<file path="config.mk">
export PLATFORM = sky130hd
export DESIGN_NAME = fp_mul_round_norm
export DESIGN_NICKNAME = d
export VERILOG_FILES = /design/src/rtl/fp_mul_round_norm.sv
export SDC_FILE = /design/constraint.sdc
export NUM_CORES = 1
export LEC_CHECK = 0
export CAP_MARGIN = 20
export CORE_MARGIN = 1.5
export CORE_UTILIZATION = 45
export CTS_CLUSTER_DIAMETER = 80
export DETAILED_ROUTE_END_ITERATION = 12
export GPL_ROUTABILITY_DRIVEN = 0
export PLACE_DENSITY = 0.76
export SLEW_MARGIN = 20
export SYNTH_ARGS = -nofsm -noshare
export SYNTH_HDL_FRONTEND = slang
export SYNTH_SLANG_ARGS = --single-unit
</file>
<file path="constraint.sdc">
create_clock -name clk -period 3.39 [get_ports clk]
set_clock_uncertainty 0.1 [all_clocks]
set_input_delay 0.678 -clock clk [delete_from_list [all_inputs] [get_ports clk]]
set_output_delay 0.678 -clock clk [all_outputs]
set_load 0.02 [all_outputs]
</file>
<file path="src/rtl/fp_mul_round_norm.sv">
// binary32 multiplier back end: normalize, round-to-nearest-even, pack.
// Define FMUL_STICKY_FLAGS_EN to add the accumulated flag register.
module fp_mul_round_norm #(
  parameter int XLEN = 32,
  parameter int EXPW = 10
) (
  input  logic            clk,
  input  logic            rst_n,
  input  logic            in_valid,
  output logic            in_ready,
  input  logic            in_sign,
  input  logic [EXPW-1:0] in_exp,
  input  logic [47:0]     in_mant,
  input  logic            in_nan,
  input  logic            in_inf,
  input  logic            in_zero,
  output logic            out_valid,
  input  logic            out_ready,
  output logic [XLEN-1:0] result,
  output logic            overflow,
  output logic            underflow,
  output logic            exception
`ifdef FMUL_STICKY_FLAGS_EN
  ,
  input  logic            flags_clr,
  output logic [2:0]      sticky_flags
`endif
);

  localparam int EW = EXPW + 1;

  localparam logic signed [EW-1:0] EXP_OVF = EW'(255);
  localparam logic signed [EW-1:0] EXP_UNF = '0;

  typedef struct packed {
    logic                 sign;
    logic signed [EW-1:0] exp;
    logic [22:0]          frac;
    logic                 guard;
    logic                 sticky;
    logic                 nan;
    logic                 inf;
    logic                 zero;
  } norm_t;

  norm_t s1_d;
  norm_t s1_q;

  logic s1_valid;
  logic s2_valid;
  logic s1_load;
  logic s2_load;

  logic [EW-1:0] exp_ext;

  logic                 rnd;
  logic [23:0]          sum;
  logic signed [EW-1:0] exp_r;

  logic [XLEN-1:0] res_d;
  logic            ovf_d;
  logic            unf_d;
  logic            exc_d;

  assign s2_load   = !s2_valid || out_ready;
  assign s1_load   = !s1_valid || s2_load;
  assign in_ready  = s1_load;
  assign out_valid = s2_valid;

  assign exp_ext = {in_exp[EXPW-1], in_exp};

  always_comb begin
    s1_d      = '0;
    s1_d.sign = in_sign;
    s1_d.nan  = in_nan;
    s1_d.inf  = in_inf;
    s1_d.zero = in_zero;
    s1_d.exp  = exp_ext
              + {{(EW-1){1'b0}}, in_mant[47]};
    if (in_mant[47]) begin
      s1_d.frac   = in_mant[46:24];
      s1_d.guard  = in_mant[23];
      s1_d.sticky = |in_mant[22:0];
    end else begin
      s1_d.frac   = in_mant[45:23];
      s1_d.guard  = in_mant[22];
      s1_d.sticky = |in_mant[21:0];
    end
  end

  always_ff @(posedge clk or negedge rst_n) begin
    if (!rst_n) begin
      s1_valid <= 1'b0;
      s1_q     <= '0;
    end else if (s1_load) begin
      s1_valid <= in_valid;
      if (in_valid) s1_q <= s1_d;
    end
  end

  // Fraction overflow from rounding leaves sum[22:0] at zero.
  always_comb begin
    rnd   = s1_q.guard & (s1_q.sticky | s1_q.frac[0]);
    sum   = {1'b0, s1_q.frac} + {23'd0, rnd};
    exp_r = s1_q.exp + {{(EW-1){1'b0}}, sum[23]};
    res_d = '0;
    ovf_d = 1'b0;
    unf_d = 1'b0;
    exc_d = 1'b0;
    if (s1_q.nan || (s1_q.inf && s1_q.zero)) begin
      res_d = 32'h7FC0_0000;
      exc_d = 1'b1;
    end else if (s1_q.inf) begin
      res_d = {s1_q.sign, 8'hFF, 23'h0};
    end else if (s1_q.zero) begin
      res_d = {s1_q.sign, 31'h0};
    end else if (exp_r >= EXP_OVF) begin
      res_d = {s1_q.sign, 8'hFF, 23'h0};
      ovf_d = 1'b1;
    end else if (exp_r <= EXP_UNF) begin
      res_d = {s1_q.sign, 31'h0};
      unf_d = 1'b1;
    end else begin
      res_d = {s1_q.sign, exp_r[7:0], sum[22:0]};
    end
  end

  always_ff @(posedge clk or negedge rst_n) begin
    if (!rst_n) begin
      s2_valid  <= 1'b0;
      result    <= '0;
      overflow  <= 1'b0;
      underflow <= 1'b0;
      exception <= 1'b0;
    end else if (s2_load) begin
      s2_valid <= s1_valid;
      if (s1_valid) begin
        result    <= res_d;
        overflow  <= ovf_d;
        underflow <= unf_d;
        exception <= exc_d;
      end
    end
  end

`ifdef FMUL_STICKY_FLAGS_EN
  logic [2:0] acc_q;
  logic [2:0] cur_flags;

  assign cur_flags    = {exception, underflow, overflow};
  assign sticky_flags = acc_q;

  always_ff @(posedge clk or negedge rst_n) begin
    if (!rst_n) begin
      acc_q <= '0;
    end else if (out_valid && out_ready) begin
      acc_q <= flags_clr ? cur_flags
                         : (acc_q | cur_flags);
    end else if (flags_clr) begin
      acc_q <= '0;
    end
  end
`endif

endmodule

</file>
# Word-level counts from Yosys, hierarchy flattened
# Cells that the tools add are included.
# totals
register_bits,77
input_bits,66
out_inout_bits,37
# classes
n_addsub,3
magnitude_cmp,2
muxes,16
bitwise_logic,2
reduce_logical,10
# ops
op,n
$mux W31,4
$mux W32,1
$mux W25,1
$add A23 B1 Y24,1
$reduce_or A23 Y1,1
$reduce_or A22 Y1,1
$add A10 B2 Y11,1
$add A11 B1 Y11,1
$ge A11 B9 Y1 const B,1
$le A11 B1 Y1 const B,1
$mux W1,10
$reduce_and A2 Y1,2
$logic_or A1 B1 Y1,3
$logic_not A1 Y1,2
$and A1 B1 Y1,1
$logic_and A1 B1 Y1,1
$or A1 B1 Y1,1

# Logic depth before layout (Yosys ltp)
# logic_depth
word_depth,10
ltp_mapped,12
ltp_nobuf,11

# Least setup slack after synthesis
# Ideal clock, no wire load.
# synth_timing
path_type,reg-to-reg
start,register s1_q[5] (netlist bit)
end,register result[13]
t_arrival_ns,3.175
required_ns,3.200
path_slack_ns,0.025
path_stages_with_launch,13
n_path_buf,2
cell_sequence,dfrtp_1 -> and4_1 -> nand4_1 -> nor3_1 -> and4_1 -> ha_1 -> ha_1 -> nand4_4 -> o31a_1 -> or4_1 -> buf_6 -> buf_12 -> o31ai_4
# synth_via
elab_chain_cells,10
word_cells_on_any_way,11
# synth_lines
item,line,rtl
from (decl),47,norm_t s1_q;
from (signal assigned),94,s1_q <= '0;
from (signal assigned),97,if (in_valid) s1_q <= s1_d;
$or A1 B1 Y1,103,rnd = s1_q.guard & (s1_q.sticky | s1_q.frac[0]);
$and A1 B1 Y1,103,
$add A23 B1 Y24 *,104,"sum = {1'b0, s1_q.frac} + {23'd0, rnd};"
$add A11 B1 Y11,105,"exp_r = s1_q.exp + {{(EW-1){1'b0}}, sum[23]};"
$le A11 B1 Y1,120,end else if (exp_r <= EXP_UNF) begin
$mux W31,120,
$mux W31 *,117,end else if (exp_r >= EXP_OVF) begin
$mux W31 *,115,end else if (s1_q.zero) begin
$mux W31 *,113,end else if (s1_q.inf) begin
$mux W32 *,110,if (s1_q.nan || (s1_q.inf && s1_q.zero)) begin
to (signal assigned),138,result <= res_d;
to (decl),19,"output logic [XLEN-1:0] result,"
# Mark *: on every way between the ends. The rest lies on a longest branch, timed or not.
# A chain may end at the register's enable or synchronous reset.

# Worst setup path in the final report
# layout_timing
start,register s1_q[4] (netlist bit)
end,register result[2]
# layout_via
elab_chain_cells,9
word_cells_on_any_way,10
# layout_lines
item,line
$and A1 B1 Y1 *,103
$add A23 B1 Y24 *,104
$add A11 B1 Y11,105
$le A11 B1 Y1,120
$mux W31,120
$mux W31 *,117
$mux W31 *,115
$mux W31 *,113
$mux W32 *,110
# Marked as above.

==> run metrics <==
area leader, netlist=dfrtp_1; Peak VDD IR=0.0001767 V; EDFF count, synth=0; sequential fraction of the synthesis area=0.4447; Startpoint Class=flop; Sequential Area=1927 µm²; core area=9284 µm²; first-pass GRT wire length=16380 µm; reg-to-reg critical path endpoint=result[2]; Fillers=809; critical path endpoint category=flop; Die Span Y=101.1 µm; dpl hpwl=7490 µm; CTS H-tree depth=3; Worst Hold Class=flop to flop; DR iter-0 viols=206; WP data arrival=3.38 ns; io pins=103; initial antenna violation count=0; hold_sp=result[31]; Clk pin slew, worst setup/hold paths=0.07 ns; Tcrit/Tclk final=0.9543; Leak Pwr=2.321 nW; flops & latches, synth=77; die area=10230 µm²; DR WL/cell=14.75 µm; CTS tree=done; Max-slew headroom=0.3699; Area after DPL=5528 µm²; Final Hold Viols=0; Routed WL=9810 µm; vias in the first global route=3546; P per Cell Area=432.9 nW/µm²; Hold Slack=0.3699 ns; count of cell types in the netlist=47; worst slew pin tran=0.9452 ns; share of cells above drive strength 1=0.1437; Async SR Flop Fraction=1.000; CP Max Fanout=23; GRT Total Usage=0.2037; YS warnings=0; share of the synthesized area in the top cell type=0.4447; num rows=35; cts bufs inserted=9; P&R area growth vs syn=33.12%; worst hold path depth=2; internal reg-to-reg setup slack=0.15 ns; TritonCTS Sinks=77; Area contributors post-synth=dfrtp_1 44%, nand2_1 6.7%, mux2i_1 5.8%; Syn Area/Cell=10.24 µm²; Setup WS pre-CTS=0.04298 ns; reg2reg path depth=11; First-pass DRT Iterations=4; total number of vias=3522; status=complete, no violations; root buf cell=clkbuf_8; DRC Markers=0; Critical Path RT=3.54 ns; final net count=603; pin count of the biggest net entering global routing=78; DR vias/cell=5.296; CP Class=flop to flop; Ant. Diodes=0; Max Clk Rate=309.1 MHz; Post-Synthesis Cells=423; Final Core Density=0.6213; Power Total=0.002497 W; max-slew violation count=0; synth cell count leaders=77 x dfrtp_1, 77 x nand2_1, 35 x o21ai_0; Initial Util=0.4667; Finished Cell Area=5768 µm²; syn nets=494; grt ovf=0; reg2reg start=s1_q[4]; Setup violations, final=0; Max Buffers Root-to-Sink=2; worst setup margin=0.1549 ns; most common flop cell mapped by yosys=dfrtp_1; Cell Area, Synth=4333 µm²; Tmin final=3.235 ns; Die Wd=101.1 µm; Max-Cap Viols=0; clock latency on the worst-skew pair=0.35 ns; area of the multi-input gates=2267 µm²; Final ANT Viol Nets=0; Worst Hold End=result[31]; input/output buffers=102
layout by cell type (no fill, tap or decap), types with 12 or more instances in the layout:
cell / netlist / final
clkdlybuf4s50_1: 0 / 101
dfrtp_1: 77 / 77
nand2_1: 77 / 76
o21ai_0: 35 / 35
mux2i_1: 25 / 25
buf_4: 4 / 20
xor2_1: 19 / 19
xnor2_1: 19 / 18
nand3_1: 16 / 15
nor2_1: 12 / 12
layout make-up:
cell class,count,share of cell area
flip-flops and latches,77,0.3341
multi-input cells,318,0.3931
well taps,129,0.02798
repair buffers,123,0.2082
clock inverters,3,0.007809
clock buffers,12,0.02690
inverters,3,0.001952
metrics by stage:
step                 TNS, ns  instances
detailed placement         0        648
CTS                        0        663
floorplan                  0        423
global placement           0        648
global route        -0.02446        665
finish                     0        665
per-layer routing:
metal / global-route usage / vias to the layer above / part of all wire
met5: 0 / - / 0
met4: 0.06944 / 0 / 0.020
met3: 0.04022 / 18 / 0.046
met2: 0.3433 / 108 / 0.48
met1: 0.2629 / 1661 / 0.45
li1: - / 1735 / -
logic make-up (layout without fill, tap and decap cells):
family	Yosys count	in the layout	synth area share
DFF	77	77	0.4447
and+or+nand+nor	155	155	0.1793
adders and majority gates	5	5	0.01444
buffers and inverters	28	141	0.04072
muxes	31	31	0.07335
xor gates and xnor gates	38	38	0.07681
AOI/OAI and AO/OA	89	89	0.1707
power by group:
part | total, W | internal, W | switching, W
logic | 0.000662 | 0.000316 | 0.000345
registers | 0.00114 | 0.00103 | 0.000113
clock network | 0.000692 | 0.000377 | 0.000316
registers in the layout, summed over array words and instances, names as in the netlist:
signal and cells:
overflow 1, result 32, s1_valid 1, underflow 1, out_valid 1, s1_q 40
exception 1
worst max path at each step:
stage	start	endpoint	slack [ns]
after floorplan	s1_q[5]	result[13]	0.03
after global placement	s1_q[11]	result[2]	0.18
after detailed placement	s1_q[5]	result[2]	0.04
after CTS	s1_q[5]	result[2]	0.002
after global routing	s1_q[4]	result[2]	-0.02
final	s1_q[4]	result[2]	0.15
repair_timing:
| item | in CTS | in global routing |
|---|---|---|
| gates resized for setup | 0 | 6 |
| endpoints found under the setup margin | 0 | 24 |
| hold buffers | 0 | 0 |
| setup buffers | 0 | 2 |
worst max-delay path: stages (launching register included):
cell and delay, ns:
dfrtp_1 0.40, and4_1 0.24, nand4_1 0.18, nor3_2 0.18, and4_1 0.22, ha_1 0.18
ha_2 0.21, nand4_4 0.13, o31a_1 0.37, or4_4 0.51, buf_12 0.20, o31ai_1 0.23
Power figures use the tool's default switching activity.
